==> src/rtl/mem_arb_pkg.sv <==
// ============================================================================
//  Module      : mem_arb_pkg
//  Description : Shared types and constants for the memory port arbiter.
//                Arbitration state, read-return owner, read tag record and
//                the full-word byte-enable constant.
//  Revision    : 1.0 - initial release
// ============================================================================
`default_nettype none

package mem_arb_pkg;

    // Which requester wins when both are active.
    typedef enum logic [0:0] {
        DATA_PRI  = 1'b0,
        FETCH_PRI = 1'b1
    } arb_state_e;

    // Owner of an in-flight read.
    typedef enum logic [0:0] {
        OWNER_FETCH = 1'b0,
        OWNER_DATA  = 1'b1
    } owner_e;

    // One entry of the read-return tag pipeline.
    typedef struct packed {
        logic   valid;
        owner_e owner;
    } rd_tag_t;

    // Byte enables for a full-word read.
    localparam logic [3:0] BE_WORD = 4'b1111;

endpackage : mem_arb_pkg

`default_nettype wire

==> src/rtl/rd_tag_pipe.sv <==
// ============================================================================
//  Module      : rd_tag_pipe
//  Description : Fixed-depth shift register of read tags. One entry per
//                pipeline stage of the RAM read path; advances only on
//                enabled cycles so it stays aligned with a clk_en-gated RAM.
//  Ports       : clk, rst (async, active high), clk_en,
//                tag_in  - tag of the read accepted this cycle
//                tag_out - tag whose RAM data is valid this cycle
//  Revision    : 1.0 - initial release
// ============================================================================
`default_nettype none

module rd_tag_pipe
    import mem_arb_pkg::*;
#(
    parameter int DEPTH = 1
) (
    input  logic    clk,
    input  logic    rst,
    input  logic    clk_en,
    input  rd_tag_t tag_in,
    output rd_tag_t tag_out
);

    rd_tag_t r_stage [DEPTH];
    rd_tag_t w_din   [DEPTH];

    for (genvar i = 0; i < DEPTH; i++) begin : g_stage
        if (i == 0) begin : g_head
            assign w_din[i] = tag_in;
        end else begin : g_body
            assign w_din[i] = r_stage[i-1];
        end

        always_ff @(posedge clk or posedge rst) begin
            if (rst) begin
                r_stage[i] <= '0;
            end else if (clk_en) begin
                r_stage[i] <= w_din[i];
            end
        end
    end

    assign tag_out = r_stage[DEPTH-1];

endmodule : rd_tag_pipe

`default_nettype wire

==> src/rtl/mem_port_arbiter.sv <==
// ============================================================================
//  Module      : mem_port_arbiter
//  Description : Shares one single-port synchronous RAM between the
//                instruction-fetch path and the load/store path. Load/store
//                normally wins; a starvation counter forces a fetch grant
//                after STARVE_LIMIT consecutive denied fetch cycles. Read
//                data is routed back to its owner through a tag pipeline
//                matching the RAM read latency.
//  Ports       : clk, rst (async, active high), clk_en (global enable)
//                i_fetch_* / o_fetch_*  - fetch read port
//                i_data_*  / o_data_*   - load/store port
//                o_mem_* / i_mem_rdata  - RAM command and read data
//  Options     : define MEM_ARB_STATS_EN to add the 32-bit grant/stall
//                counters o_stat_fetch_grants, o_stat_data_grants and
//                o_stat_fetch_stalls.
//  Revision    : 1.0 - initial release
// ============================================================================
`default_nettype none

module mem_port_arbiter
    import mem_arb_pkg::*;
#(
    parameter int ADDR_WIDTH   = 31,
    parameter int DATA_WIDTH   = 31,
    parameter int READ_LATENCY = 1,
    parameter int STARVE_LIMIT = 3
) (
    input  logic                  clk,
    input  logic                  rst,
    input  logic                  clk_en,

    input  logic                  i_fetch_req,
    input  logic [ADDR_WIDTH:0]   i_fetch_addr,
    output logic                  o_fetch_ready,
    output logic                  o_fetch_rvalid,
    output logic [DATA_WIDTH:0]   o_fetch_rdata,

    input  logic                  i_data_req,
    input  logic                  i_data_we,
    input  logic [3:0]            i_data_be,
    input  logic [ADDR_WIDTH:0]   i_data_addr,
    input  logic [DATA_WIDTH:0]   i_data_wdata,
    output logic                  o_data_ready,
    output logic                  o_data_rvalid,
    output logic [DATA_WIDTH:0]   o_data_rdata,

    output logic                  o_mem_en,
    output logic                  o_mem_we,
    output logic [3:0]            o_mem_be,
    output logic [ADDR_WIDTH:0]   o_mem_addr,
    output logic [DATA_WIDTH:0]   o_mem_wdata,
    input  logic [DATA_WIDTH:0]   i_mem_rdata
`ifdef MEM_ARB_STATS_EN
    ,
    output logic [31:0]           o_stat_fetch_grants,
    output logic [31:0]           o_stat_data_grants,
    output logic [31:0]           o_stat_fetch_stalls
`endif
);

    localparam int              CNT_W      = 4;
    localparam logic [CNT_W-1:0] STARVE_MAX = CNT_W'(STARVE_LIMIT);

    arb_state_e        r_state;
    arb_state_e        w_state_next;
    logic [CNT_W-1:0]  r_starve_cnt;
    logic [CNT_W-1:0]  w_starve_next;

    logic              w_active;
    logic              w_fetch_grant;
    logic              w_data_grant;
    rd_tag_t           w_tag_in;
    rd_tag_t           w_tag_out;
    logic              w_ret_valid;

    // Reset is folded in so every output reads 0 the moment rst rises,
    // not only after the next clock edge.
    assign w_active = clk_en & ~rst;

    // ------------------------------------------------------------------
    // State register
    // ------------------------------------------------------------------
    always_ff @(posedge clk or posedge rst) begin
        if (rst) begin
            r_state      <= DATA_PRI;
            r_starve_cnt <= '0;
        end else begin
            r_state      <= w_state_next;
            r_starve_cnt <= w_starve_next;
        end
    end

    // ------------------------------------------------------------------
    // Grant, RAM command and next-state logic
    // ------------------------------------------------------------------
    always_comb begin
        w_fetch_grant = 1'b0;
        w_data_grant  = 1'b0;
        w_state_next  = r_state;
        w_starve_next = r_starve_cnt;
        o_mem_en      = 1'b0;
        o_mem_we      = 1'b0;
        o_mem_be      = '0;
        o_mem_addr    = '0;
        o_mem_wdata   = '0;
        w_tag_in      = '0;

        if (w_active) begin
            if (i_fetch_req && (!i_data_req || r_state == FETCH_PRI)) begin
                w_fetch_grant = 1'b1;
            end else if (i_data_req) begin
                w_data_grant = 1'b1;
            end
        end

        if (w_fetch_grant) begin
            o_mem_en       = 1'b1;
            o_mem_be       = BE_WORD;
            o_mem_addr     = i_fetch_addr;
            w_tag_in.valid = 1'b1;
            w_tag_in.owner = OWNER_FETCH;
        end else if (w_data_grant) begin
            o_mem_en       = 1'b1;
            o_mem_we       = i_data_we;
            o_mem_be       = i_data_we ? i_data_be : BE_WORD;
            o_mem_addr     = i_data_addr;
            o_mem_wdata    = i_data_we ? i_data_wdata : '0;
            // Stores produce no read data, so they never occupy a tag slot.
            w_tag_in.valid = ~i_data_we;
            w_tag_in.owner = OWNER_DATA;
        end

        if (clk_en) begin
            if (w_fetch_grant || !i_fetch_req) begin
                w_starve_next = '0;
            end else if (r_starve_cnt != STARVE_MAX) begin
                w_starve_next = r_starve_cnt + 4'd1;
            end

            // Switching on the counter's next value lets the forced fetch
            // land on the cycle right after the STARVE_LIMIT-th denial.
            case (r_state)
                DATA_PRI:  if (w_starve_next == STARVE_MAX) w_state_next = FETCH_PRI;
                FETCH_PRI: if (w_fetch_grant)               w_state_next = DATA_PRI;
                default:                                    w_state_next = DATA_PRI;
            endcase
        end
    end

    // ------------------------------------------------------------------
    // Read-return routing
    // ------------------------------------------------------------------
    rd_tag_pipe #(
        .DEPTH   (READ_LATENCY)
    ) u_rd_tag_pipe (
        .clk     (clk),
        .rst     (rst),
        .clk_en  (clk_en),
        .tag_in  (w_tag_in),
        .tag_out (w_tag_out)
    );

    // A tag stalled at the output while clk_en is low is presented only on
    // the enabled cycle, so each read yields exactly one rvalid pulse.
    assign w_ret_valid    = w_tag_out.valid & clk_en;
    assign o_fetch_rvalid = w_ret_valid & (w_tag_out.owner == OWNER_FETCH);
    assign o_data_rvalid  = w_ret_valid & (w_tag_out.owner == OWNER_DATA);
    assign o_fetch_rdata  = o_fetch_rvalid ? i_mem_rdata : '0;
    assign o_data_rdata   = o_data_rvalid  ? i_mem_rdata : '0;

    assign o_fetch_ready  = w_fetch_grant;
    assign o_data_ready   = w_data_grant;

`ifdef MEM_ARB_STATS_EN
    // ------------------------------------------------------------------
    // Activity counters (wrap naturally at 2^32)
    // ------------------------------------------------------------------
    logic [31:0] r_stat_fetch_grants;
    logic [31:0] r_stat_data_grants;
    logic [31:0] r_stat_fetch_stalls;

    always_ff @(posedge clk or posedge rst) begin
        if (rst) begin
            r_stat_fetch_grants <= '0;
            r_stat_data_grants  <= '0;
            r_stat_fetch_stalls <= '0;
        end else begin
            if (w_fetch_grant) begin
                r_stat_fetch_grants <= r_stat_fetch_grants + 32'd1;
            end
            if (w_data_grant) begin
                r_stat_data_grants <= r_stat_data_grants + 32'd1;
            end
            if (clk_en && i_fetch_req && !w_fetch_grant) begin
                r_stat_fetch_stalls <= r_stat_fetch_stalls + 32'd1;
            end
        end
    end

    assign o_stat_fetch_grants = r_stat_fetch_grants;
    assign o_stat_data_grants  = r_stat_data_grants;
    assign o_stat_fetch_stalls = r_stat_fetch_stalls;
`endif

endmodule : mem_port_arbiter

`default_nettype wire
==> config.mk <==
export PLATFORM = sky130hd
export DESIGN_NAME = mem_port_arbiter
export DESIGN_NICKNAME = d
export VERILOG_FILES = /design/src/rtl/mem_arb_pkg.sv /design/src/rtl/rd_tag_pipe.sv /design/src/rtl/mem_port_arbiter.sv
export SDC_FILE = /design/constraint.sdc
export NUM_CORES = 1
export LEC_CHECK = 0
export CORE_AREA = 2 2 108 110
export CTS_BUF_LIST = sky130_fd_sc_hd__clkbuf_4
export DETAILED_ROUTE_END_ITERATION = 6
export DIE_AREA = 0 0 110 112
export HOLD_SLACK_MARGIN = 0.02
export PLACE_DENSITY = 0.55
export SETUP_SLACK_MARGIN = 0.02
export SYNTH_ARGS = -nofsm -noshare
export SYNTH_HDL_FRONTEND = slang
export SYNTH_HIERARCHICAL = 1
export SYNTH_SLANG_ARGS = --single-unit
==> constraint.sdc <==
create_clock -name clk -period 4.05 [get_ports clk]
set_clock_uncertainty 0.2 [all_clocks]
set_input_delay 0.81 -clock clk [delete_from_list [all_inputs] [get_ports clk]]
set_output_delay 0.81 -clock clk [all_outputs]
set_load 0.02 [all_outputs]
[Word-level counts from Yosys, hierarchy flattened]
Cells that the tools add are included.
Widths: inputs -> output; s select.
Word-level totals
  flip-flop bits (word level): 7
  bits in latches: 0
  RAM bits: 0
  bits in read-only memories: 0
  input port bits: 138
  output and inout bits: 138
  logic and storage cells: 47
  memories kept: 0
Operators by class
  add/subtract/negate cells: 1
  multiply operators: 0
  div/mod/pow operators: 0
  magnitude comparators: 0
  eq/ne operators: 2
  shift-type cells: 0
  multiplexer cells: 27
  bitwise logic cells: 8
  reductions and logical operators: 5
Operators by type and width (number)
  $mux 32: 7
  $mux 4: 6
  $mux 1: 11
  $add 4x1->4 const B: 1
  $and 1x1->1: 4
  $eq 4x2->1 const B: 1
  $mux 2: 2
  $ne 4x2->1 const B: 1
  $not 1->1: 4
  $logic_not 1->1: 2
  $logic_or 1x1->1: 2
  $pmux 1 s2: 1
  $logic_and 1x1->1: 1

[Logic depth before layout (Yosys ltp)]
Gate-level depths: netlist of run 1.
  depth in word-level cells: 11
  gate-level depth with buffers: 7
  depth with buffers taken out: 5

[Cells and area by module]
Netlist of run 1, hierarchy kept.
Modules (own cells, without submodules)
  mem_port_arbiter: times used 1, cells each 198, area an instance 1415.1 µm², seq. area each 125.1 µm²
  rd_tag_pipe: times used 1, cells each 5, area an instance 76.3 µm², seq. area each 50.0 µm²

[Least setup slack after synthesis of run 1]
No wires, ideal clock.
  path kind: input to output
  from: in rst
  to: out o_mem_addr[22]
  arrival time: 1.855 ns
  required time: 3.040 ns
  path slack: 1.185 ns
  cell stages on the path: 5
  path buffers: 1
  cell sequence: inv_1 > nand3_4 > a21oi_2 > buf_2 > a22o_1
On the way
  longest elaborated chain between the ends: 5
  elaborated cells between the ends (all ways): 6
  classes of those cells: mux (4); bitwise (2)
RTL lines
  from (decl): line mem_port_arbiter.sv:29  | input logic rst,
  $not 1->1: line mem_port_arbiter.sv:78  | assign w_active = clk_en & ~rst;
  $and 1x1->1: line mem_port_arbiter.sv:78
  $mux 1: line mem_port_arbiter.sv:108  | if (w_active) begin
  via o_data_ready: line mem_port_arbiter.sv:43  | output logic o_data_ready,
  $mux 32: line mem_port_arbiter.sv:122  | end else if (w_data_grant) begin
  $mux 32: line mem_port_arbiter.sv:116  | if (w_fetch_grant) begin
  to (decl): line mem_port_arbiter.sv:50  | output logic [ADDR_WIDTH:0] o_mem_addr,
The timed path passes the listed nets, and every way through them passes these cells.

[Final worst setup path of run 1]
  from: in rst
  to: out o_mem_addr[3]
On the way
  longest elaborated chain between the ends: 5
  elaborated cells between the ends (all ways): 6
  classes of those cells: mux (4); bitwise (2)
RTL lines (line)
  $not 1->1 *: mem_port_arbiter.sv:78
  $and 1x1->1 *: mem_port_arbiter.sv:78
  $mux 1: mem_port_arbiter.sv:108
  $mux 32: mem_port_arbiter.sv:122
  $mux 32 *: mem_port_arbiter.sv:116
Every way passes the cells marked *; elsewhere a longest branch is shown, timed or not.

==> results of run 1 <==
[final cells by class]
| type | instances | area (um^2) |
|---|---|---|
| diodes | 1 | 2.502 |
| clock buffers | 4 | 30.03 |
| fillers | 1192 | 6731 |
| inverters | 5 | 23.77 |
| multi-input cells | 175 | 1202 |
| flip-flops and latches | 7 | 175.2 |
| well taps | 143 | 178.9 |
| repair buffers | 281 | 2830 |
[critical path, delay by kind of cell]
kind / cells / cell delay (ns)
compound gates: 1 / 0.23
buf+inv: 3 / 1.33
simple gates: 3 / 0.49
[routing by layer]
metal	part of all wire, %	wire length, um	up-vias	track usage (%)
li1	-	-	1233	-
met1	33	3312	1117	14.79
met2	54	5533	158	30.27
met3	12	1201	8	5.035
met4	1.4	140	0	3.966
met5	0	0	-	0
[final timing paths]
path / slack [ns] / cells past startpoint / end / start
worst max register to register: 2.30 / 5 / r_state / r_starve_cnt[0]
max in group asynchronous: 2.75 / 3 / r_starve_cnt[3] / rst
worst min-delay path: 0.33 / 1 / u_rd_tag_pipe/tag_out[1] / u_rd_tag_pipe/tag_out[1]
worst max-delay path: 0.19 / 7 / o_mem_addr[3] / rst
min in group asynchronous: 0.61 / 2 / u_rd_tag_pipe/tag_out[0] / rst
worst min register to register: 0.33 / 1 / u_rd_tag_pipe/tag_out[1] / u_rd_tag_pipe/tag_out[1]
[cell families after synthesis]
| family | share of synthesized area (%) |
|---|---|
| AND/OR/NAND/NOR | 50.92 |
| AO/OA/AOI/OAI | 26.09 |
| buffers and inverters | 7.634 |
| flip-flops | 11.75 |
| multiplexers | 2.181 |
| XOR/XNOR | 0.5874 |
| adder cells (fa/ha/maj) | 0.8388 |
[power groups by stage]
stage | Combinational, mW | Sequential [mW] | Clock, mW
floorplan | 0.158 | 0.0922 | 0
global placement | 0.412 | 0.0970 | 0
detailed placement | 0.415 | 0.0974 | 0
CTS | 0.416 | 0.0963 | 0.0745
global route | 0.437 | 0.0979 | 0.0778
finish | 0.410 | 0.0962 | 0.0726
[registers in the layout, indices dropped and copies added, names as in the netlist]
signal,flops
u_rd_tag_pipe/tag_out,2
r_starve_cnt,4
r_state,1
[cells in the final DEF (no fill, tap or decap), types with 2 or more instances in the layout]
cell,count
clkdlybuf4s50_1,273
a22o_1,32
nor2_1,2
nand2_1,6
mux2_2,2
a21oi_1,2
and2_1,96
buf_4,5
buf_12,3
o21ai_0,8
o2bb2ai_1,2
inv_1,4
dfrtp_1,7
nor2b_1,4
clkbuf_4,4
nand2b_1,2
[synth_stat cells, types with 2 or more instances]
library cell / instances
nand2_1: 6
mux2_2: 2
a22o_1: 32
inv_1: 4
nor2_1: 2
o21ai_0: 8
buf_2: 5
nor2b_1: 4
clkbuf_1: 7
buf_6: 3
nand2b_1: 2
and2_1: 96
a21oi_1: 2
dfrtp_1: 7
o2bb2ai_1: 2
[timing repair]
action | CTS | global route
setup endpoints to repair | 0 | 5
endpoints found under the hold margin | 0 | 0
resized for setup | 0 | 1
==> impl_metrics.yaml, run 1 <==
status:
  outcome: "finished clean"
placement:
  postPlaceCellArea_um2: 4408
  portBuffers: 275
  dpl.hpwl_um: 9027
  place.gp.congestion: 0.8662
  dp_cells: 611
  place_worst_setup_slack_ns: 0.07946
synthesis:
  netlist_top_cells_area: "and2_1 (40%), a22o_1 (19%), dfrtp_1 (12%)"
  seq_area_frac_synth_pct: 11.74
  ys_seq_elements: 7
  ys_warn_count: 6
  syn_nets: 342
  synthDistinctLibCells: 36
  synthCells: 203
  postSynth.asyncResetShare_pct: 100.0
  avgSynthCellArea_um2: 7.347
  netlist.area_leader.share_pct: 40.27
  syn_area_um2: 1491
  synth_top_flop_cell: "dfrtp_1"
  yosysTopAreaCell: "and2_1"
  synth_edf_count: 0
timing:
  setup_tns_ns: 0
  period_needed_ns: 3.863
  period_share_pct: 95.38
  fmax_mhz: 258.9
  tightest_slew_ns: 0.3771
  relSlewSlack_pct: 74.75
  whs_ns: 0.3338
  fin_ws_ns: 0.1872
  maxSlewViolCount: 0
  final_hold_viol_count: 0
  rsz0062_at_grt: "false"
  finalSetupViolations: 0
power:
  sequentialPowerShare_pct: 16.6
  p_leak_nw: 1.706
  pwr_density_cell_nw_per_um2: 130.4
  pwr-share-comb_pct: 70.8
  sw_frac_of_total_pct: 36.29
  internal_power_uw: 369.0
  pwr-share-clk_pct: 12.5
  vdd_drop_max_uv: 67.93
  switchingPower_uw: 210.2
  finalPower_uw: 579.2
grt:
  antenna_found_initial: 1
  grt_overflow: 0
  grt_use_total_pct: 15.37
  grt_pass1_vias: 2431
  grt_max_degree: 35
  grt_pass1_wl_um: 14210
floorplan:
  rows: 39
  start_util_pct: 13.35
  core_um2: 11170
  boundaryPins: 276
  die_area_um2: 12320
  die_w_um: 110
  fp.dieH_um: 112
cts:
  path_clk_slew_ns: 0.05
  cts-root-buf: "clkbuf_4"
  clk_latency_ns: 0.25
  htreeDepth: 1
  clockBufferDepth: 2
  cts.sinks: 7
  cts_buffers: 3
  hold_buffers: 0
  postCtsSetupBuffers: 0
  cts_tree: "yes"
worst_setup_path:
  max_stage_delay_ns: 0.61
  cpMostUsedCell: "clkdlybuf4s50_1"
  cp-start-kind: "input port"
  critPathKind: "input port to output pin"
  endpoint_kind: "output pin"
  critPathMaxFanout: 34
  required_ns: 3.04
  arrival_ns: 2.85
  crit_chain: "clkdlybuf4s50_1 > nand2b_1 > nor2_1 > nand2_2 > inv_6 > a22o_1 > clkdlybuf4s50_1"
  cp_slowest_cell: "clkdlybuf4s50_1"
detailed_routing:
  wirelength_um: 10190
  drt_iter0_drc: 82
  ant_nets: 0
  drt_drc_violations_left: 0
  dr.pass1.iters: 4
  num_vias: 2516
  wl_per_cell_um: 16.54
  post_drt_via_cell_ratio: 4.084
cells_and_area:
  layoutNonFillerInstCount: 616
  synthToLayoutAreaGrowth_pct: 197.9
  drive_gt1_share_pct: 4.661
  design_area_um2: 4443
  finalNetCount: 612
  fin_util_pct: 39.76
job:
  max-cap-violations: 0
hold_path:
  hold_path.class: "flop to flop"
(Power assumes the default switching activity.)
==> run 2: changes to the inputs <==
CORE_AREA = 2 2 106 108   (was 2 2 108 110)
DIE_AREA = 0 0 108 110   (was 0 0 110 112)
PLACE_DENSITY = 0.57   (was 0.55)
SYNTH_HIERARCHICAL = not set   (was 1)
==> run 2 against run 1 <==
Sequential power fell by 9.1%. Critical path depth fell by 1. Core utilization rose by 1.7 points. Worst setup slack improved by 0.036 ns. Combinational power fell by 7.6%. Total power fell by 6.6%.
==> impl_metrics.yaml, run 2 <==
synthesis:
  synth_edf_count: 0
  ys_warn_count: 0
  netlist_top_cells_area: "and2_1 (27%), a22o_1 (20%), and3_1 (14%)"
  syn_nets: 343
  yosysTopAreaCell: "and2_1"
  syn_area_um2: 1514
  postSynth.asyncResetShare_pct: 100.0
  synth_top_flop_cell: "dfrtp_1"
  synth_most_common_cell: "and2_1"
  ys_seq_elements: 7
  synth_top_cells_by_count: "and2_1 (66), a22o_1 (34), and3_1 (33)"
  synthDistinctLibCells: 31
  avgSynthCellArea_um2: 7.421
  synthCells: 204
  seq_area_frac_synth_pct: 11.57
  netlist.area_leader.share_pct: 27.27
detailed_routing:
  ant_nets: 0
  wirelength_um: 9416
  post_drt_via_cell_ratio: 4.062
  dr.pass1.iters: 5
  num_vias: 2478
  wl_per_cell_um: 15.44
  drt_iter0_drc: 121
  drt_drc_violations_left: 0
placement:
  portBuffers: 275
  place.gp.congestion: 0.7297
  postPlaceCellArea_um2: 4403
  dpl.hpwl_um: 7806
timing:
  rsz0062_at_grt: "false"
  tightest_slew_ns: 0.4337
  fmax_mhz: 261.3
  setup_tns_ns: 0
  finalSetupViolations: 0
  period_share_pct: 94.50
  final_hold_viol_count: 0
  whs_ns: 0.3066
  period_needed_ns: 3.827
  relSlewSlack_pct: 70.98
  maxSlewViolCount: 0
worst_setup_path:
  cp-start-kind: "input port"
  required_ns: 3.04
  endpoint_kind: "output pin"
  reg2reg_slack_ns: 2.47
  critPathKind: "input port to output pin"
  arrival_ns: 2.82
  critPathMaxFanout: 6
power:
  vdd_drop_max_uv: 78.63
  p_leak_nw: 1.817
  pwr_density_cell_nw_per_um2: 122.0
job:
  max-cap-violations: 0
grt:
  grt_pass1_vias: 2300
  antenna_found_initial: 0
  grt_max_degree: 40
  grt_use_total_pct: 13.45
  grt_pass1_wl_um: 12720
  grt_overflow: 0
cells_and_area:
  top_register: "r_starve_cnt"
  antenna_cells: 0
  n_fill_cell: 1089
  design_area_um2: 4433
  largest_reg_flops: 4
  finalNetCount: 610
  final_cell_mix: "clkdlybuf4s50_1 (275), and2_1 (66), a22o_1 (34)"
  drive_gt1_share_pct: 3.830
  layout_commonest_cell: "clkdlybuf4s50_1"
  synthToLayoutAreaGrowth_pct: 192.8
cts:
  path_clk_slew_ns: 0.06
  postCtsResizedCells: 0
  cts.sinks: 7
  clockBufferDepth: 2
  htreeDepth: 1
  hold_buffers: 0
  postCtsSetupBuffers: 0
  cts_tree: "yes"
  cts_buffers: 3
  cts-root-buf: "clkbuf_4"
  clk_latency_ns: 0.26
status:
  outcome: "finished clean"
floorplan:
  die_area_um2: 11880
  die_w_um: 108
  fp.dieH_um: 110
  start_util_pct: 14.15
  core_um2: 10700
  boundaryPins: 276
  rows: 38
hold_path:
  hold_path.class: "flop to flop"
==> run 2: worst max-delay path, cell delays in order <==
cell             delay [ns]
clkdlybuf4s50_1        0.55
buf_4                  0.17
nand2b_1               0.09
nor2_1                 0.37
o21a_1                 0.21
clkdlybuf4s50_1        0.62
==> run 2: per-stage QoR <==
step / total power [mW] / utilization, % / setup WS, ns / instances
after detailed placement: 0.4687 / 41.16 / 0.2592 / 606
final: 0.5410 / 41.44 / 0.2229 / 610
after global routing: 0.5705 / 41.44 / 0.08191 / 610
after CTS: 0.5451 / 41.44 / 0.2434 / 610
after floorplan: 0.2334 / - / 1.278 / 204
after global placement: 0.4670 / 41.16 / 0.2475 / 606
==> run 2: cell type report <==
type                       count  area [um^2]  share of cell area (%)
clock buffer                   4        30.03                  0.6774
sequential                     7        175.2                   3.951
multi-input combinational    175         1202                   27.12
tap                          140        175.2                   3.951
timing repair buffer         282         2843                   64.13
inverter                       2        7.507                  0.1693
==> run 2: logic make-up (layout without fill, tap and decap cells) <==
family | count (synthesis) | after routing | synth area share (%)
compound gates | 51 | 51 | 27.77
fa+ha+maj | 1 | 1 | 0.8263
buf+inv | 22 | 288 | 9.008
flops | 7 | 7 | 11.57
mux | 2 | 2 | 1.405
simple gates | 121 | 121 | 49.42
==> run 2: path summary, 6_finish.rpt <==
check                      cells after the start                       end                startpoint
setup / recovery                               6               o_mem_be[1]                    clk_en
hold / removal                                 1  u_rd_tag_pipe.tag_out[0]  u_rd_tag_pipe.tag_out[0]
setup reg to reg                               4           r_starve_cnt[0]                   r_state
hold reg to reg                                1  u_rd_tag_pipe.tag_out[0]  u_rd_tag_pipe.tag_out[0]
max in group asynchronous                      2  u_rd_tag_pipe.tag_out[1]                       rst
min in group asynchronous                      2           r_starve_cnt[2]                       rst
==> run 2: metal layers <==
metal	wire length [um]	global-route usage, %	part of all wire (%)
met1	3581	16.44	38
met2	4901	24.08	52
met3	851	3.762	9.0
met4	81	1.923	0.86
met5	0	0	0
==> run 2: power breakdown <==
part	switching [mW]	internal, mW	leakage, nW	total, mW
registers	0.00954	0.0779	0.0938	0.0874
clock network	0.0300	0.0446	0.0184	0.0745
logic	0.147	0.232	1.70	0.379
